<file path="src/rtl/mips_pkg.sv">
// ============================================================================
//  Module      : mips_pkg
//  Description : Shared constants for the MIPS fetch path: default datapath
//                width, default reset PC and the NOP (bubble) encoding.
//  Revision    : 1.0  initial release
// ============================================================================
`default_nettype none

package mips_pkg;

   localparam int unsigned C_XLEN     = 32;
   localparam logic [31:0] C_RESET_PC = 32'h0000_0000;
   localparam logic [31:0] C_NOP      = 32'h0000_0000;

endpackage : mips_pkg

`default_nettype wire

</file>
<file path="src/rtl/fetchq_ring.sv">
// ============================================================================
//  Module      : fetchq_ring
//  Description : DEPTH x WIDTH register array backing the fetch queue.
//                One synchronous write port, one combinational read port.
//                Data storage is deliberately not reset; validity is tracked
//                by the occupancy count in the parent.
//  Ports       : clk     - rising-edge clock
//                i_we    - write enable
//                i_waddr - write slot (tail pointer)
//                i_wdata - entry to store
//                i_raddr - read slot (head pointer)
//                o_rdata - entry at i_raddr
//  Revision    : 1.0  initial release
// ============================================================================
`default_nettype none

module fetchq_ring #(
   parameter int DEPTH = 4,
   parameter int WIDTH = 64,
   parameter int AW    = $clog2(DEPTH)
) (
   input  logic             clk,
   input  logic             i_we,
   input  logic [AW-1:0]    i_waddr,
   input  logic [WIDTH-1:0] i_wdata,
   input  logic [AW-1:0]    i_raddr,
   output logic [WIDTH-1:0] o_rdata
);

   logic [WIDTH-1:0] r_mem [DEPTH];

   always_ff @(posedge clk) begin
      if (i_we) begin
         r_mem[i_waddr] <= i_wdata;
      end
   end

   assign o_rdata = r_mem[i_raddr];

endmodule : fetchq_ring

`default_nettype wire

</file>
<file path="src/rtl/fetch_queue.sv">
// ============================================================================
//  Module      : fetch_queue
//  Description : Instruction fetch stage with a small decoupling queue.
//                Fetches from a combinational instruction memory, buffers
//                {instr, pc+4} pairs and presents the head to decode.
//                Decode redirects flush the queue and reload the PC.
//  Config      : FETCHQ_BYPASS_EN - when defined, an empty queue forwards the
//                word being fetched straight to decode in the same cycle.
//  Ports       : clk, reset     - clock, synchronous active-high reset
//                imem_addr      - fetch PC to instruction memory
//                imem_rdata     - instruction at imem_addr (same cycle)
//                redirect       - flush and reload PC from redirect_pc
//                redirect_pc    - new fetch PC
//                stall_d        - decode stalled, head is not consumed
//                valid_d        - instr_d/pcplus4_d are a real instruction
//                instr_d        - head instruction (NOP when not valid)
//                pcplus4_d      - head fetch PC plus 4
//                count          - current occupancy
//  Revision    : 1.0  initial release
// ============================================================================
`default_nettype none

module fetch_queue
   import mips_pkg::*;
#(
   parameter int              XLEN     = C_XLEN,
   parameter int              DEPTH    = 4,   // power of two, >= 2
   parameter logic [XLEN-1:0] RESET_PC = XLEN'(C_RESET_PC)
) (
   input  logic                     clk,
   input  logic                     reset,
   output logic [XLEN-1:0]          imem_addr,
   input  logic [XLEN-1:0]          imem_rdata,
   input  logic                     redirect,
   input  logic [XLEN-1:0]          redirect_pc,
   input  logic                     stall_d,
   output logic                     valid_d,
   output logic [XLEN-1:0]          instr_d,
   output logic [XLEN-1:0]          pcplus4_d,
   output logic [$clog2(DEPTH):0]   count
);

   localparam int AW = $clog2(DEPTH);
   localparam int CW = AW + 1;
   localparam logic [CW-1:0]   C_DEPTH = CW'(DEPTH);
   localparam logic [XLEN-1:0] C_NOPX  = XLEN'(C_NOP);

   logic [XLEN-1:0]   r_pc;
   logic [AW-1:0]     r_head;
   logic [AW-1:0]     r_tail;
   logic [CW-1:0]     r_count;

   logic              w_not_empty;
   logic              w_qpop;
   logic              w_fetch;
   logic              w_push;
   logic              w_byp;
   logic [XLEN-1:0]   w_pc4;
   logic [2*XLEN-1:0] w_head_entry;

   assign w_pc4       = r_pc + XLEN'(4);
   assign w_not_empty = (r_count != '0);

   // A stored entry leaves whenever decode is not stalled.
   assign w_qpop  = w_not_empty && !stall_d;

   // A slot freed by this cycle's pop can be refilled in the same cycle,
   // so a full queue keeps streaming at one instruction per cycle.
   assign w_fetch = !reset && !redirect && ((r_count < C_DEPTH) || w_qpop);

`ifdef FETCHQ_BYPASS_EN
   // Empty queue: the fetched word is shown to decode directly. If decode
   // takes it this cycle there is no need to store it.
   assign w_byp  = w_fetch && !w_not_empty;
   assign w_push = w_fetch && !(w_byp && !stall_d);
`else
   assign w_byp  = 1'b0;
   assign w_push = w_fetch;
`endif

   fetchq_ring #(
      .DEPTH (DEPTH),
      .WIDTH (2*XLEN),
      .AW    (AW)
   ) u_ring (
      .clk     (clk),
      .i_we    (w_push),
      .i_waddr (r_tail),
      .i_wdata ({imem_rdata, w_pc4}),
      .i_raddr (r_head),
      .o_rdata (w_head_entry)
   );

   always_ff @(posedge clk) begin
      if (reset) begin
         r_pc    <= RESET_PC;
         r_head  <= '0;
         r_tail  <= '0;
         r_count <= '0;
      end else if (redirect) begin
         // Flush wins over any pending pop or push.
         r_pc    <= redirect_pc;
         r_head  <= '0;
         r_tail  <= '0;
         r_count <= '0;
      end else begin
         if (w_fetch) begin
            r_pc <= w_pc4;
         end
         // Pointers are AW bits wide, so increment wraps modulo DEPTH.
         if (w_push) begin
            r_tail <= r_tail + AW'(1);
         end
         if (w_qpop) begin
            r_head <= r_head + AW'(1);
         end
         case ({w_push, w_qpop})
            2'b10:   r_count <= r_count + CW'(1);
            2'b01:   r_count <= r_count - CW'(1);
            default: r_count <= r_count;
         endcase
      end
   end

   assign imem_addr = r_pc;
   assign count     = r_count;
   assign valid_d   = !reset && (w_not_empty || w_byp);

   always_comb begin
      instr_d   = C_NOPX;
      pcplus4_d = '0;
      if (!reset) begin
         if (w_not_empty) begin
            instr_d   = w_head_entry[2*XLEN-1:XLEN];
            pcplus4_d = w_head_entry[XLEN-1:0];
         end else if (w_byp) begin
            instr_d   = imem_rdata;
            pcplus4_d = w_pc4;
         end
      end
   end

endmodule : fetch_queue

`default_nettype wire

</file>
<file path="config.mk">
export PLATFORM = sky130hd
export DESIGN_NAME = fetch_queue
export DESIGN_NICKNAME = d
export VERILOG_FILES = /design/src/rtl/mips_pkg.sv /design/src/rtl/fetchq_ring.sv /design/src/rtl/fetch_queue.sv
export SDC_FILE = /design/constraint.sdc
export NUM_CORES = 1
export LEC_CHECK = 0
export ABC_AREA = 1
export CAP_MARGIN = 40
export CORE_MARGIN = 4
export CORE_UTILIZATION = 50
export DETAILED_ROUTE_END_ITERATION = 8
export PLACE_DENSITY = 0.76
export SYNTH_ARGS = -nofsm -noshare
export SYNTH_HDL_FRONTEND = slang
export SYNTH_SLANG_ARGS = --single-unit
</file>
<file path="constraint.sdc">
create_clock -name clk -period 6.2 [get_ports clk]
set_input_delay 1.86 -clock clk [delete_from_list [all_inputs] [get_ports clk]]
set_output_delay 1.86 -clock clk [all_outputs]
set_load 0.005 [all_outputs]
</file>
==> results of run 1 <==
-- routing by layer --
layer | vias to the layer above | track usage [%] | share of wire, %
li1 | 4496 | - | -
met1 | 4328 | 26.8 | 41
met2 | 355 | 35.1 | 49
met3 | 60 | 3.35 | 7.1
met4 | 0 | 6.35 | 2.8
met5 | - | 0 | 0
-- kinds of logic after synthesis --
| logic type | Yosys count | share of synthesized area (%) |
|---|---|---|
| buf+inv | 106 | 3.54 |
| flops | 297 | 67.2 |
| compound gates | 260 | 10.3 |
| fa+ha+maj | 7 | 0.751 |
| simple gates | 557 | 17.7 |
| xor+xnor | 7 | 0.484 |
-- how the worst max path moves through the flow --
| stage | cells after the start | from | end | slack, ps |
|---|---|---|---|---|
| finish | 6 | reset | instr_d[13] | 770 |
| global placement | 5 | reset | pcplus4_d[18] | 560 |
| floorplan | 4 | redirect | u_ring.r_mem[0][0]$_DFFE_PP_ | 790 |
| global route | 6 | reset | instr_d[21] | 640 |
| detailed placement | 6 | reset | pcplus4_d[27] | 790 |
| CTS | 6 | reset | instr_d[21] | 770 |
-- metrics by stage --
step           hold slack (ps)  worst slack, ps
2_1_floorplan              436              790
3_3_place_gp               460              559
3_5_place_dp               467              789
4_1_cts                    481              772
5_1_grt                    494              644
6_report                   488              772
-- area by class of cell --
class,count,area (sq um)
multi-input combinational,831,3740
clock inverter,18,134
clock buffer,36,762
sequential,297,8510
timing repair buffer,179,1840
fill,1913,9040
tap,324,405
inverter,43,163
-- power breakdown --
part / internal (mW) / switching, mW / leakage, nW
Sequential: 2.23 / 0.0375 / 2.68
Clock: 0.949 / 0.699 / 0.436
Combinational: 0.143 / 0.175 / 2.27
-- cells in the mapped netlist, drive strengths merged --
cell	number	area share [%]
a21oi	101	4.0
nand3	34	1.4
a31oi	1	0.049
nor2	365	11
xnor2	3	0.21
and2	1	0.049
nor3	1	0.039
o21bai	1	0.059
o21ai	157	6.2
nand3b	2	0.12
inv	43	1.3
edfxtp	256	61
xor2	4	0.28
nand2	151	4.6
clkbuf	28	0.83
ha	6	0.59
or2	3	0.15
dfxtp	41	6.5
fa	1	0.16
buf	35	1.4
-- registers in the layout, indices dropped and copies added (netlist names), named ones only --
name / cells
count: 3
imem_addr: 32
r_head: 2
r_tail: 2
u_ring.r_mem: 256
-- critical path, delay by kind of cell --
kind                   cells  cell delay (ps)
buffers and inverters      4             1290
and+or+nand+nor            1              180
AOI/OAI and AO/OA          1              190
==> results.sh, run 1 <==
export IMPL_clk_latency_ps=540
export IMPL_worstMarginPinSlew_ps=831
export IMPL_slew_viol_final=0
export IMPL_numCtsBuffers=29
export IMPL_most_common_layout_cells="nor2_1, edfxtp_1, clkdlybuf4s50_1, o21ai_0, nand2_1"
export IMPL_num_vias=9239
export IMPL_firstDrtPassIters=5
export IMPL_final_core_util_pct=63.2
export IMPL_synth_seq_cells=297
export IMPL_crit_type="in2out"
export IMPL_die_x_um=167
export IMPL_routedWlPerCell_um=17.2
export IMPL_area_delta_synth_final_pct=22.9
export IMPL_num_antenna_cells=0
export IMPL_netlist_instances=1234
export IMPL_final_min_clock_period_ps=5430
export IMPL_total_power_mw=4.23
export IMPL_rows=57
export IMPL_power_density_nw_per_um2=272
export IMPL_max_freq_mhz=184
export IMPL_grt_antenna_before_repair=0
export IMPL_cp_start_kind="primary input"
export IMPL_rr_worst_depth=8
export IMPL_path_clk_slew_ps=60
export IMPL_ys_seq_area_share_pct=67.2
export IMPL_final_cell_area_sq_um=15600
export IMPL_drc=0
export IMPL_required_ps=4340
export IMPL_ir_drop_v=0.000163
export IMPL_synth_fp_nets=1309
export IMPL_setup_viol=0
export IMPL_grt_pass1_wl_mm=46.1
export IMPL_worstHoldStart="r_head[1]$_SDFFE_PP0P_"
export IMPL_syn_area_sq_um=12700
export IMPL_final_common_cell="nor2_1"
export IMPL_r2r_end="imem_addr[3]$_SDFFE_PP0N_"
export IMPL_grt_use_total_pct=20.4
export IMPL_root_buffer="clkbuf_16"
export IMPL_gp_congestion=0.901
export IMPL_post_dp_cell_area_sq_um=14700
export IMPL_avgSynthCellArea_sq_um=10.3
export IMPL_setup_tns_ps=0
export IMPL_arrival_ps=3570
export IMPL_slew_headroom_pct=44.6
export IMPL_clockBufferDepth=3
export IMPL_regToRegStartpoint="count[2]$_SDFFE_PP0P_"
export IMPL_critPathMaxStageDelay_ps=530
export IMPL_initial_core_util_pct=51.5
export IMPL_cts_sinks=297
export IMPL_fin_crit_sh_pct=87.5
export IMPL_cts_hold_buffers=0
export IMPL_skew_ps=7.56
export IMPL_p_leak_nw=5.38
export IMPL_detail_route_antenna_nets=0
export IMPL_critPathCaptureType="output port"
export IMPL_whs_path_depth=2
export IMPL_viasPerCell=5.35
export IMPL_io_buffers=167
export IMPL_cts_setup_buffers=0
export IMPL_grt_start_max_net_pins=89
export IMPL_path_cells="clkdlybuf4s50_1 > nor2_1 > inv_2 > buf_12 > a21oi_1 > clkdlybuf4s50_1"
export IMPL_cts_tree="done"
export IMPL_outcome="complete, no violations"
export IMPL_fin_cells=1728
export IMPL_drt_iter0_markers=784
export IMPL_fp_coreArea_sq_um=24600
export IMPL_synth_distinct_cells=30
export IMPL_htreeDepth=1
export IMPL_slowest_stage="clkdlybuf4s50_1"
export IMPL_worstPathMaxFanout=57
export IMPL_yosysWarnings=0
export IMPL_dp_cells=1674
export IMPL_die_area_sq_um=27900
export IMPL_die_y_um=167
export IMPL_hpwlAfterDp_mm=18.5
export IMPL_grt_overflow=0
export IMPL_drive_above_1_share_pct=5.84
export IMPL_wirelength_mm=29.7
export IMPL_cap_violations=0
export IMPL_grt_pass1_vias=8940
export IMPL_finalHoldViolCount=0
export IMPL_rsz0062_at_grt="false"
export IMPL_post_cts_resized=0
export IMPL_ioPinCount=168
export IMPL_hold_class="reg2reg"
export IMPL_path_common_cell="clkdlybuf4s50_1"
export IMPL_final_nets=1456
export IMPL_reg2reg_slack_ps=3970
Note: power is estimated with default switching activity, not from simulation.
==> run 2, diff against run 1 <==
SKIP_CTS_REPAIR_TIMING = 1   (was not set)
==> results of run 2 <==
Final layout, timing and power as in run 1 (identical DEF).
==> run 3, diff against run 2 <==
CTS_CLUSTER_DIAMETER = 60   (was not set)
CTS_CLUSTER_SIZE = 8   (was not set)
==> results.sh, run 3 (synthesized netlist as in run 1, its figures left out) <==
export IMPL_outcome="complete, no violations"
export IMPL_final_min_clock_period_ps=5430
export IMPL_max_freq_mhz=184
export IMPL_htreeDepth=2
export IMPL_drt_iter0_markers=768
export IMPL_ir_drop_v=0.000155
export IMPL_grt_start_max_net_pins=89
export IMPL_worstPathMaxFanout=57
export IMPL_grt_pass1_vias=9125
export IMPL_critPathMaxStageDelay_ps=530
export IMPL_cp_buffers_inverters=4
export IMPL_clockBufferDepth=3
export IMPL_cts_tree="done"
export IMPL_die_area_sq_um=27900
export IMPL_grt_antenna_before_repair=0
export IMPL_grt_pass1_wl_mm=46.5
export IMPL_most_common_layout_cells="nor2_1, edfxtp_1, clkdlybuf4s50_1, o21ai_0, nand2_1"
export IMPL_routedWlPerCell_um=17.2
export IMPL_drive_above_1_share_pct=6.44
export IMPL_grt_overflow=0
export IMPL_setup_tns_ps=0
export IMPL_fin_hold_ws_ps=482
export IMPL_fp_coreArea_sq_um=24600
export IMPL_hpwlAfterDp_mm=18.5
export IMPL_wirelength_mm=29.9
export IMPL_numCtsBuffers=43
export IMPL_cp_start_kind="primary input"
export IMPL_firstDrtPassIters=5
export IMPL_setup_viol=0
export IMPL_regMostFlops="u_ring.r_mem"
export IMPL_num_antenna_cells=0
export IMPL_die_x_um=167
export IMPL_p_clk_share_pct=44.2
export IMPL_power_density_nw_per_um2=292
export IMPL_final_common_cell="nor2_1"
export IMPL_detail_route_antenna_nets=0
export IMPL_cts_sinks=297
export IMPL_switching_share_pct=21.1
export IMPL_io_buffers=167
export IMPL_path_clk_slew_ps=50
export IMPL_die_y_um=167
export IMPL_path_common_cell="clkdlybuf4s50_1"
export IMPL_root_buffer="clkbuf_16"
export IMPL_cap_violations=0
export IMPL_ioPinCount=168
export IMPL_num_vias=9295
export IMPL_rows=57
export IMPL_required_ps=4340
export IMPL_power_frac_comb_pct=6.8
export IMPL_path_cells="clkdlybuf4s50_1 > nor2_1 > inv_2 > buf_12 > a21oi_1 > clkdlybuf4s50_1"
export IMPL_hold_class="reg2reg"
export IMPL_worstMarginPinSlew_ps=856
export IMPL_grt_use_total_pct=20.7
export IMPL_slew_viol_final=0
export IMPL_total_power_mw=4.64
export IMPL_regArea_sq_um=8510
export IMPL_internal_power_mw=3.66
export IMPL_rsz0062_at_grt="false"
export IMPL_slowest_stage="clkdlybuf4s50_1"
export IMPL_slew_headroom_pct=42.9
export IMPL_clk_latency_ps=520
export IMPL_finalHoldViolCount=0
export IMPL_multi_input_area_sq_um=3740
export IMPL_drc=0
export IMPL_seqPwrFrac_pct=49.0
export IMPL_initial_core_util_pct=51.5
export IMPL_final_nets=1470
export IMPL_arrival_ps=3570
export IMPL_critPathCaptureType="output port"
export IMPL_crit_type="in2out"
export IMPL_path_delay_family="buffers and inverters"
export IMPL_skew_ps=17.7
export IMPL_viasPerCell=5.35
export IMPL_fillers=1862
export IMPL_fin_crit_sh_pct=87.6
export IMPL_largest_reg_flops=256
export IMPL_switchingPower_mw=0.979
export IMPL_gp_congestion=0.901
export IMPL_p_leak_nw=5.52
export IMPL_area_delta_synth_final_pct=25.2
run 3: cell types whose count changed in the layout (fill, tap and decap cells not counted):
cell	change
clkinv_2	-4
clkbuf_8	-1
clkinv_4	+1
clkinv_8	+1
clkinv_1	-10
clkbuf_1	+10
bufinv_16	-2
clkinvlp_4	-1
clkbuf_16	+15
run 3: final timing paths:
kind / startpoint / depth (start not counted) / slack [ps] / end
min reg2reg: r_head[1]$_SDFFE_PP0P_ / 2 / 480 / flip-flop
max: reset / 6 / 770 / instr_d[13]
min: r_head[1]$_SDFFE_PP0P_ / 2 / 480 / flip-flop
max reg2reg: count[2]$_SDFFE_PP0P_ / 8 / 4030 / imem_addr[3]$_SDFFE_PP0N_
run 3: area by class of cell:
cell class | instances | share of cell area [%]
multi-input combinational | 831 | 23.6
clock inverter | 3 | 0.213
tap | 324 | 2.56
sequential | 297 | 53.7
timing repair buffer | 179 | 11.6
clock buffer | 60 | 7.32
inverter | 43 | 1.03
run 3: layer usage:
metal | global-route usage [%] | share of wire, % | wire length [um] | vias to the layer above
met4 | 6.77 | 2.7 | 813 | 0
li1 | - | - | - | 4524
met2 | 35.1 | 49 | 14500 | 369
met5 | 0 | 0 | 0 | -
met1 | 27.1 | 41 | 12400 | 4347
met3 | 4.01 | 7.3 | 2190 | 55
run 3: worst reg2reg max path, cell delays in order (launching register included):
cell and delay (ps):
dfxtp_1 420, nand2_1 140, nand2_2 270, inv_2 130
nor2_4 90, buf_4 440, inv_1 280, o21ai_0 210
a31oi_1 60
run 3: per-stage QoR:
| step | worst slack [ps] | util (%) | instance area (sq um) | instances |
|---|---|---|---|---|
| global route | 643 | 64.5 | 15900 | 1737 |
| finish | 767 | 64.5 | 15900 | 1737 |
| detailed placement | 789 | 59.6 | 14700 | 1674 |
| floorplan | 790 | - | 12700 | 1234 |
| global placement | 559 | 59.4 | 14600 | 1672 |
| CTS | 784 | 64.5 | 15900 | 1737 |
run 3: power groups by stage:
stage          logic, mW  clock network [mW]  registers [mW]
3_3_place_gp       0.308                   0            2.31
4_1_cts            0.318                2.08            2.27
6_report           0.317                2.05            2.27
5_1_grt            0.351                2.19            2.28
3_5_place_dp       0.316                   0            2.31
2_1_floorplan      0.152                   0            2.30
